### config.mk
export PLATFORM = sky130hd
export DESIGN_NAME = mem_arbiter
export DESIGN_NICKNAME = d
export VERILOG_FILES = /design/src/rtl/mem_arb_pkg.sv /design/src/rtl/mem_arb_sat_counter.sv /design/src/rtl/mem_arbiter.sv
export SDC_FILE = /design/constraint.sdc
export NUM_CORES = 1
export LEC_CHECK = 0
export ABC_AREA = 1
export CORE_AREA = 2 2 103 105
export DETAILED_ROUTE_END_ITERATION = 10
export DIE_AREA = 0 0 105 107
export GPL_TIMING_DRIVEN = 0
export SETUP_SLACK_MARGIN = 0.1
export SLEW_MARGIN = 10
export SYNTH_ARGS = -nofsm -noshare
export SYNTH_HDL_FRONTEND = slang
export SYNTH_HIERARCHICAL = 1
export SYNTH_SLANG_ARGS = --single-unit
### constraint.sdc
create_clock -name clk -period 1.4 [get_ports clk]
set_input_delay 0.28 -clock clk [delete_from_list [all_inputs] [get_ports clk]]
set_output_delay 0.28 -clock clk [all_outputs]
set_load 0.1 [all_outputs]
### src/rtl/mem_arb_pkg.sv
// Shared types and constants for the two-requester data-memory arbiter.
// Latency: n/a (types only).
// Backpressure: n/a (types only).
package mem_arb_pkg;

  typedef enum logic [1:0] {
    ARB   = 2'd0,
    LOCK0 = 2'd1,
    LOCK1 = 2'd2
  } arb_state_t;

  typedef logic req_id_t;

  localparam int NUM_REQ   = 2;
  localparam int CNT_WIDTH = 16;

endpackage

### src/rtl/mem_arb_sat_counter.sv
// Saturating up-counter used for arbitration statistics.
// Latency: count updates one cycle after inc_i is sampled.
// Backpressure: none; holds at all-ones instead of wrapping.
module mem_arb_sat_counter #(
  parameter int WIDTH = 16
) (
  input  logic             clk,
  input  logic             rst,
  input  logic             inc_i,
  output logic [WIDTH-1:0] count_o
);

  logic [WIDTH-1:0] count_q, count_d;

  // Next count: step by one unless already saturated.
  always_comb begin
    count_d = count_q;
    if (inc_i && (count_q != {WIDTH{1'b1}})) begin
      count_d = count_q + 1'b1;
    end
  end

  // Count register, cleared by synchronous reset.
  always_ff @(posedge clk) begin
    if (rst) begin
      count_q <= '0;
    end else begin
      count_q <= count_d;
    end
  end

  assign count_o = count_q;

endmodule

### src/rtl/mem_arbiter.sv
// Round-robin arbiter (with lock) sharing one single-port data memory between two requesters.
// Latency: grant and memory drive combinational; read response one cycle after acceptance.
// Backpressure: one ready per cycle; lock owner blocks the other side. MEM_ARB_PERF_EN adds oConflictCount.
module mem_arbiter
  import mem_arb_pkg::*;
#(
  parameter int ADDR_WIDTH = 32,
  parameter int DATA_WIDTH = 32
) (
  input  logic                  clk,
  input  logic                  rst,
  input  logic                  iReq0Valid,
  input  logic                  iReq1Valid,
  output logic                  oReq0Ready,
  output logic                  oReq1Ready,
  input  logic                  iReq0Write,
  input  logic                  iReq1Write,
  input  logic                  iReq0Lock,
  input  logic                  iReq1Lock,
  input  logic [ADDR_WIDTH-1:0] iReq0Addr,
  input  logic [ADDR_WIDTH-1:0] iReq1Addr,
  input  logic [DATA_WIDTH-1:0] iReq0WData,
  input  logic [DATA_WIDTH-1:0] iReq1WData,
  output logic                  oRsp0Valid,
  output logic                  oRsp1Valid,
  output logic [DATA_WIDTH-1:0] oRspRData,
  output logic                  oMemWE,
  output logic [ADDR_WIDTH-1:0] oMemA,
  output logic [DATA_WIDTH-1:0] oMemWD,
  input  logic [DATA_WIDTH-1:0] iMemRD
`ifdef MEM_ARB_PERF_EN
  ,
  output logic [CNT_WIDTH-1:0]  oConflictCount
`endif
);

  arb_state_t         state_q, state_d;
  req_id_t            rr_q, rr_d;
  logic               rsp0_q, rsp0_d;
  logic               rsp1_q, rsp1_d;
  logic [NUM_REQ-1:0] gnt;
  req_id_t            gnt_id;
  logic               gnt_any;
  logic               gnt_lock;
  logic               gnt_write;

  // Grant decision: lock owner only, else round-robin on contention, else whoever asks.
  always_comb begin
    gnt = '0;
    if (!rst) begin
      case (state_q)
        ARB: begin
          if (iReq0Valid && iReq1Valid) begin
            gnt[rr_q] = 1'b1;
          end else begin
            gnt = {iReq1Valid, iReq0Valid};
          end
        end
        LOCK0:   gnt[0] = iReq0Valid;
        LOCK1:   gnt[1] = iReq1Valid;
        default: gnt = '0;
      endcase
    end
  end

  assign gnt_any   = |gnt;
  assign gnt_id    = gnt[1];
  assign gnt_lock  = gnt[1] ? iReq1Lock  : iReq0Lock;
  assign gnt_write = gnt[1] ? iReq1Write : iReq0Write;

  // Next state: any grant points round-robin at the other side; the lock bit picks LOCKn or ARB.
  always_comb begin
    state_d = state_q;
    rr_d    = rr_q;
    rsp0_d  = gnt[0] && !iReq0Write;
    rsp1_d  = gnt[1] && !iReq1Write;
    if (gnt_any) begin
      rr_d = ~gnt_id;
      if (gnt_lock) begin
        state_d = gnt_id ? LOCK1 : LOCK0;
      end else begin
        state_d = ARB;
      end
    end
  end

  // State, pointer and pending-response registers; reset drops responses and releases locks.
  always_ff @(posedge clk) begin
    if (rst) begin
      state_q <= ARB;
      rr_q    <= 1'b0;
      rsp0_q  <= 1'b0;
      rsp1_q  <= 1'b0;
    end else begin
      state_q <= state_d;
      rr_q    <= rr_d;
      rsp0_q  <= rsp0_d;
      rsp1_q  <= rsp1_d;
    end
  end

  assign oReq0Ready = gnt[0];
  assign oReq1Ready = gnt[1];

  assign oMemWE = gnt_any && gnt_write;
  assign oMemA  = gnt[0] ? iReq0Addr  : (gnt[1] ? iReq1Addr  : '0);
  assign oMemWD = gnt[0] ? iReq0WData : (gnt[1] ? iReq1WData : '0);

  // Responses are suppressed while reset is held so a read issued just before reset never returns.
  assign oRsp0Valid = rsp0_q && !rst;
  assign oRsp1Valid = rsp1_q && !rst;
  assign oRspRData  = (oRsp0Valid || oRsp1Valid) ? iMemRD : '0;

`ifdef MEM_ARB_PERF_EN
  // Contention means both asking: exactly one of them is refused that cycle.
  mem_arb_sat_counter #(
    .WIDTH (CNT_WIDTH)
  ) u_conflict_cnt (
    .clk     (clk),
    .rst     (rst),
    .inc_i   (iReq0Valid && iReq1Valid && !rst),
    .count_o (oConflictCount)
  );
`endif

endmodule

## After elaboration in Yosys (flattened, before gate mapping)

Cells that the tools add are included.

- Add/sub/neg operators: 0
- Multiply operators: 0
- Div/mod/pow operators: 0
- $lt $le $gt $ge: 2
- Equality and inequality tests: 2
- Shifts and indexed selects: 0
- Multiplexer cells: 15
- Bitwise logic cells: 1
- Reduce and logical (&&, ||, !) cells: 13

Operators with widths:

| operator | count |
|---|---|
| 2-to-1 mux 32 bit | 5 |
| 2-to-1 mux 2 bit | 4 |
| logical AND 1 bit | 7 |
| case mux 1 bit (2 select lines) | 2 |
| logical NOT 1 bit | 3 |
| 2-to-1 mux 1 bit | 3 |
| == test 2 x 1 -> 1 bit, second input constant | 1 |
| == test 2 bit, second input constant | 1 |
| logical NOT 2 bit | 1 |
| less-than comparator 1 x 2 -> 1 bit, second input constant | 1 |
| OR reduction 2 bit | 1 |
| demux 1 bit (select 1 bit) | 1 |
| >= comparator 1 bit, second input constant | 1 |
| logical OR 1 bit | 1 |
| NOT 1 bit | 1 |

- Register bits: 5
- Bits in latches: 0
- Memory bits (writable): 0
- Memory bits (read-only): 0
- Word-level logic and storage cells: 37
- Memories: 0

## Longest topological paths before layout

Gate-level depths: netlist (run 1).

- Depth after elaboration: 9
- Gate-level depth with buffers: 9

## Worst setup path before layout (run 1)

Ideal clock, no wire load.

- Path kind: register -> output
- Start point: register rsp0_q
- End point: output port oRspRData[10]
- Data arrival time: 3378 ps
- Data required time: 1120 ps
- Path slack: -2258 ps
- Stages on the path, launching flop included: 6
- Path buffers: 1
- Cell sequence: dfxtp_1 inv_1 nor2_1 nor2_1 buf_2 nor2_1

- Word-level cells in the longest chain between the ends: 3

Ends and longest elaborated chain:

| what | RTL line | source |
|---|---|---|
| from (decl) | mem_arbiter.sv:39 | `logic rsp0_q, rsp0_d;` |
| from (signal assigned) | mem_arbiter.sv:97 | `rsp0_q <= rsp0_d;` |
| logical AND 1 bit | mem_arbiter.sv:110 | `assign oRsp0Valid = rsp0_q && !rst;` |
| via oRsp0Valid | mem_arbiter.sv:24 | `output logic oRsp0Valid,` |
| logical OR 1 bit | mem_arbiter.sv:112 | `assign oRspRData = (oRsp0Valid \|\| oRsp1Valid) ? iMemRD : '0;` |
| 2-to-1 mux 32 bit | mem_arbiter.sv:112 |  |
| to (decl) | mem_arbiter.sv:26 | `output logic [DATA_WIDTH-1:0] oRspRData,` |

The timed path passes the listed nets, and every way through them passes these cells.

## Worst setup path after layout (run 1)

- Start point: register state_q[0]
- End point: output port oMemA[23]

- Word-level cells in the longest chain between the ends: 5
- Elaborated cells between the ends (all ways): 8
- Those cells by class: eq/ne: 2; mux: 5; reduce/logical: 1

Ends and longest elaborated chain:

| what | RTL line | source |
|---|---|---|
| from (decl) | mem_arbiter.sv:37 | `arb_state_t state_q, state_d;` |
| from (signal assigned) | mem_arbiter.sv:95 | `state_q <= state_d;` |
| == test 2 bit or logical NOT 2 bit (tied branches) | mem_arbiter.sv:51 | `case (state_q)` |
| case mux 1 bit (2 select lines) | mem_arbiter.sv:51 |  |
| 2-to-1 mux 2 bit (*) | mem_arbiter.sv:50 | `if (!rst) begin` |
| 2-to-1 mux 32 bit | mem_arbiter.sv:106 | `assign oMemA = gnt[0] ? iReq0Addr : (gnt[1] ? iReq1Addr : '0);` |
| 2-to-1 mux 32 bit (*) | mem_arbiter.sv:106 |  |
| to (decl) | mem_arbiter.sv:28 | `output logic [ADDR_WIDTH-1:0] oMemA,` |

Mark *: on every way between the ends. The rest lies on a longest branch, timed or not.

==> results_dict.tcl, run 1 <==
set metrics [dict create \
    syn_inst 319 \
    highest_layer "met4" \
    via_per_inst 4.21 \
    min_period_ps 1930 \
    fin_crit_sh 1.38 \
    internal_power_mw 2.11 \
    grt_antenna_before_repair 0 \
    power_frac_seq 0.036 \
    dp_hpwl_um 8890 \
    leakage_nw 3.63 \
    wl_met3_um 1230 \
    hold_end "rr_q" \
    io_pins 269 \
    r2r_slack_ps 110 \
    antennaDiodeCount 0 \
    grt_pass1_vias 3452 \
    clockRootBuffer "clkbuf_8" \
    max_stage_delay_ps 320 \
    vias 3226 \
    power_switching_mw 2.46 \
    clock_latency_ps 220 \
    routedLengthMet1_um 3870 \
    comb_power_share 0.907 \
    synthDistinctLibCells 15 \
    cts_max_level 1 \
    synth_edf_count 0 \
    port-buffer-count 268 \
    cp.arrival_ps 1650 \
    hp-start "rst" \
    die_w_um 105 \
    synth_seq_cells 5 \
    power.total_mw 4.57 \
    crit_path_top_delay_cell "dfxtp_2" \
    grtUsageTotal 0.205 \
    timing.setup.tns_ps -39900 \
    rows 37 \
    final_util 0.855 \
    hold_buffers 0 \
    ant_nets 0 \
    synth_top_area_frac 0.525 \
    grt_max_degree 11 \
    path_max_fanout 10 \
    cts.sinks 5 \
    cp_top_family "buffers and inverters" \
    reg2reg_from "rr_q" \
    worstRegToRegCells 9 \
    syn_nets 487 \
    syn-cell-area_um2 1400 \
    cpMostUsedCell "nand2_4" \
    ir_drop_mv 0.319 \
    drt_pass1_iterations 4 \
    crit_path_end_kind "primary output" \
    synth_commonest_cells "nand2_1 (195), inv_1 (42), nor2_1 (41)" \
    layout.nets 799 \
    drt_wl_total_um 13400 \
    swShare 0.538 \
    hold_violations 0 \
    slew-limit-headroom 0.842 \
    final_area_um2 8630 \
    max-cap-violations 0 \
    grt_pass1_wl_um 18100 \
    floorplan.die_area_um2 11200 \
    setup_ws_ps -535 \
    yosysMostFrequentCell "nand2_1" \
    area_delta_synth_final_pct 518 \
    max_freq_ghz 0.517 \
    dr.first_iter.drc_count 77 \
    cts_made_buffers 3 \
    async_reset_ff_frac 0 \
    fin_skew_ps 1.27 \
    fin_cells 766 \
    critPathLaunchType "register" \
    hp-class "in -> reg" \
    drive_gt1_frac 0.627 \
    dp_cells 723 \
    drc 0 \
    yosys-top-cells-area "nand2_1 (52%), inv_1 (11%), nor2_1 (11%)" \
    syn_area_per_cell_um2 4.37 \
    wl_met2_um 8120 \
    die_h_um 107 \
    crit_chain "inv_2, nand2_2, nor2_4, nand2_4, inv_8, buf_16, clkbuf_16, nand2_4, nand2_8, buf_12" \
    rsz0062_at_grt "true" \
    slew_violations 0 \
    violations "setup timing" \
    wl_per_cell_um 17.5 \
    synth_area_leader_cell "nand2_1" \
    power.share.clock 0.058 \
    gp_congestion 0.798 \
    r2r-end "state_q[0]" \
    tightest_slew_ps 236 \
    grt_overflow 0 \
    placed_area_um2 6430 \
    pre_cts_slack_ps -2030 \
    crit_required_ps 1120 \
    status "complete, but fails checks" \
    clk_pin_slew_ps 30 \
    initial_core_util 0.138 \
    critPathKind "reg -> out" \
    cts_tree "done" \
    core-area_um2 10100 \
    clockBufferDepth 2 \
    setup_viol 99 \
    whs_ps 372 \
    yosysSeqAreaShare 0.0717 \
    powerDensity_nw_per_um2 530 \
    synth_top_flop_cell "dfxtp_1" \
    ys_warn_count 6 \
    min_path_cells 2 \
    cp.buffers_inverters 5 \
]
worst reg2reg max path, cell delays in order (launching register included):
cell and delay [ps]:
dfxtp_2 330, nand2_1 60, inv_1 60, nand2_1 60, nand2_2 110, clkinv_4 120, clkbuf_16 190, buf_4 150
nand2_1 50, nand2_1 50
power by group through the flow:
stage / Clock (mW) / Sequential, mW / Combinational (mW)
global placement: 0 / 0.161 / 3.19
global route: 0.285 / 0.163 / 4.27
CTS: 0.279 / 0.160 / 3.93
finish: 0.265 / 0.162 / 4.14
detailed placement: 0 / 0.161 / 3.21
floorplan: 0 / 0.160 / 2.25
worst max-delay path by stage:
| stage | from | to | slack (ps) | depth (start not counted) |
|---|---|---|---|---|
| 2_1_floorplan | rsp1_q | oRspRData[10] | -590 | 5 |
| 3_3_place_gp | rst | oMemA[21] | -1950 | 9 |
| 3_5_place_dp | rst | oMemWD[7] | -2030 | 9 |
| 4_1_cts | state_q[0] | oMemA[11] | -580 | 11 |
| 5_1_grt | state_q[0] | oMemA[23] | -600 | 10 |
| 6_report | state_q[0] | oMemA[23] | -530 | 10 |
cell families after synthesis:
logic type / synth area share
AOI/OAI and AO/OA: 0.00358
buffers and inverters: 0.223
DFF: 0.0718
and+or+nand+nor: 0.701
repair_timing:
action,CTS,global route
setup buffers,14,14
resized for setup,979,64
gates cloned,6,9
setup endpoints to repair,102,100
pin swaps,27,10
layer usage:
layer  vias to the layer above  track usage
met5                         -            0
met4                         0       0.0410
met2                       166        0.426
met3                        14       0.0723
met1                      1510        0.188
li1                       1536            -
state kept, by name, summed over array words and instances (netlist names):
register,cells
rsp1_q,1
rr_q,1
state_q,2
rsp0_q,1
cells in the final DEF (no fill, tap or decap):
cell             instances
inv_4                    1
buf_16                   8
nand2_2                 26
clkbuf_1                 1
clkbuf_16                9
inv_1                   39
dlygate4sd2_1            2
nand2_1                 20
nor2_1                   5
nand3_1                  2
nand2_8                105
inv_8                    1
buf_8                    1
buf_6                    6
nor2_4                  37
dfxtp_2                  5
a21oi_1                  1
clkbuf_8                 3
clkdlybuf4s50_1        164
buf_4                   12
inv_2                    3
nand3b_1                 1
nand2_4                 55
buf_2                    1
clkinv_4                 1
buf_12                 121
layout make-up:
type / count / area, um^2
Buffer: 16 / 345
Multi-Input combinational cell: 252 / 3420
Tap cell: 136 / 170
Fill cell: 510 / 1470
Timing Repair Buffer: 308 / 4360
Sequential cell: 5 / 106
Clock buffer: 4 / 45.0
Inverter: 45 / 184
Note: power is estimated with default switching activity, not from simulation.
==> inputs of run 2 (changes only) <==
--- a/config.mk
+++ b/config.mk
@@ -11,6 +11,7 @@
 export DIE_AREA = 0 0 105 107
 export GPL_TIMING_DRIVEN = 0
 export SETUP_SLACK_MARGIN = 0.1
+export SKIP_LAST_GASP = 1
 export SLEW_MARGIN = 10
 export SYNTH_ARGS = -nofsm -noshare
 export SYNTH_HDL_FRONTEND = slang
==> results_dict.tcl, run 2 (synthesis results as in run 1) <==
set metrics [dict create \
    status "complete, but fails checks" \
    violations "setup timing" \
    register_area_um2 106 \
    core-area_um2 10100 \
    hold_buffers 0 \
    critPathLaunchType "register" \
    mostFrequentLayoutCells "clkdlybuf4s50_1 (164), buf_12 (122), nand2_8 (105), nand2_4 (42), nand2_2 (40)" \
    ir_drop_mv 0.325 \
    drc 0 \
    fillers 527 \
    vias 3232 \
    initial_core_util 0.138 \
    cp.arrival_ps 1660 \
    dp_hpwl_um 8890 \
    clock_latency_ps 230 \
    critPathKind "reg -> out" \
    tightest_slew_ps 227 \
    hold_violations 0 \
    multiInputGateArea_um2 3350 \
    dr.first_iter.drc_count 89 \
    drt_pass1_iterations 4 \
    max-cap-violations 0 \
    worstRegToRegCells 9 \
    min_path_cells 2 \
    die_h_um 107 \
    drt_wl_total_um 13200 \
    whs_ps 374 \
    largest_register "state_q" \
    cts.sinks 5 \
    ant_nets 0 \
    grt_overflow 0 \
    crit_path_end_kind "primary output" \
    gp_congestion 0.798 \
    hp-start "rst" \
    grt_antenna_before_repair 0 \
    setup_viol 99 \
    floorplan.die_area_um2 11200 \
    power.total_mw 4.56 \
    min_period_ps 1940 \
    grt_pass1_vias 3470 \
    antennaDiodeCount 0 \
    rows 37 \
    port-buffer-count 268 \
    final_common_cell "clkdlybuf4s50_1" \
    path_max_fanout 5 \
    area_delta_synth_final_pct 514 \
    io_pins 269 \
    cts_max_level 1 \
    hold_end "rr_q" \
    drive_gt1_frac 0.632 \
    final_util 0.849 \
    die_w_um 105 \
    layout.nets 802 \
    clockRootBuffer "clkbuf_8" \
    cts_made_buffers 3 \
    crit_required_ps 1120 \
    clockBufferDepth 2 \
    max_freq_ghz 0.516 \
    cts_tree "done" \
    rsz0062_at_grt "true" \
    via_per_inst 4.20 \
    powerDensity_nw_per_um2 532 \
    fin_crit_sh 1.38 \
    setup_ws_ps -539 \
    timing.setup.tns_ps -41880 \
    grt_pass1_wl_um 18200 \
    r2r_slack_ps 150 \
    fin_skew_ps 2.53 \
    leakage_nw 3.55 \
    largest_reg_flops 2 \
    clk_pin_slew_ps 40 \
    slew_violations 0 \
    grt_max_degree 11 \
    slew-limit-headroom 0.848 \
    r2r-end "state_q[0]" \
    hp-class "in -> reg" \
    wl_per_cell_um 17.2 \
    grtUsageTotal 0.204 \
    reg2reg_from "rr_q" \
]
[run 2: worst max path at each step]
stage	startpoint	endpoint	slack (ps)	cells after the start
CTS	state_q[0]	oMemA[11]	-580	11
global route	state_q[0]	oMemWD[1]	-600	10
finish	rr_q	oMemWD[1]	-540	10
detailed placement	rst	oMemWD[7]	-2030	9
global placement	rst	oMemA[21]	-1950	9
floorplan	rsp1_q	oRspRData[10]	-590	5
[run 2: layout make-up]
cell class | instances | share of cell area
Buffer | 13 | 0.0315
Clock buffer | 4 | 0.00525
Inverter | 45 | 0.0215
Multi-Input combinational cell | 252 | 0.391
Sequential cell | 5 | 0.0124
Tap cell | 136 | 0.0199
Timing Repair Buffer | 314 | 0.518
[run 2: worst max-delay path, cell delays in order (launching register included)]
cell	delay [ps]
dfxtp_2	330
nand2_1	60
inv_1	60
nand2_1	60
nand2_2	120
clkinv_4	120
buf_12	170
clkbuf_16	160
nand2_2	120
nand2_8	70
buf_12	160
[run 2: metal layers]
| layer | up-vias | global-route usage | wire length, um |
|---|---|---|---|
| met2 | 167 | 0.422 | 8090 |
| met4 | 0 | 0.0419 | 157 |
| met3 | 11 | 0.0693 | 1050 |
| met5 | - | 0 | 0 |
| li1 | 1540 | - | - |
| met1 | 1514 | 0.192 | 3950 |
[run 2: what timing repair did]
action / in CTS / in global routing
pin swaps: 24 / 12
gates cloned: 6 / 9
buffers inserted: 14 / 22
resized for setup: 963 / 68
setup endpoints to repair: 102 / 100
[run 2: metrics by stage]
stage / area (um^2) / std cells / worst slack (ps)
2_1_floorplan: 3580 / 319 / -593
3_3_place_gp: 6430 / 723 / -1950
3_5_place_dp: 6430 / 723 / -2030
4_1_cts: 7980 / 747 / -578
5_1_grt: 8570 / 769 / -600
6_report: 8570 / 769 / -539
[run 2: report_power, final]
group,internal (mW),switching [mW]
logic,1.76,2.37
registers,0.155,0.00695
clock network,0.196,0.0792
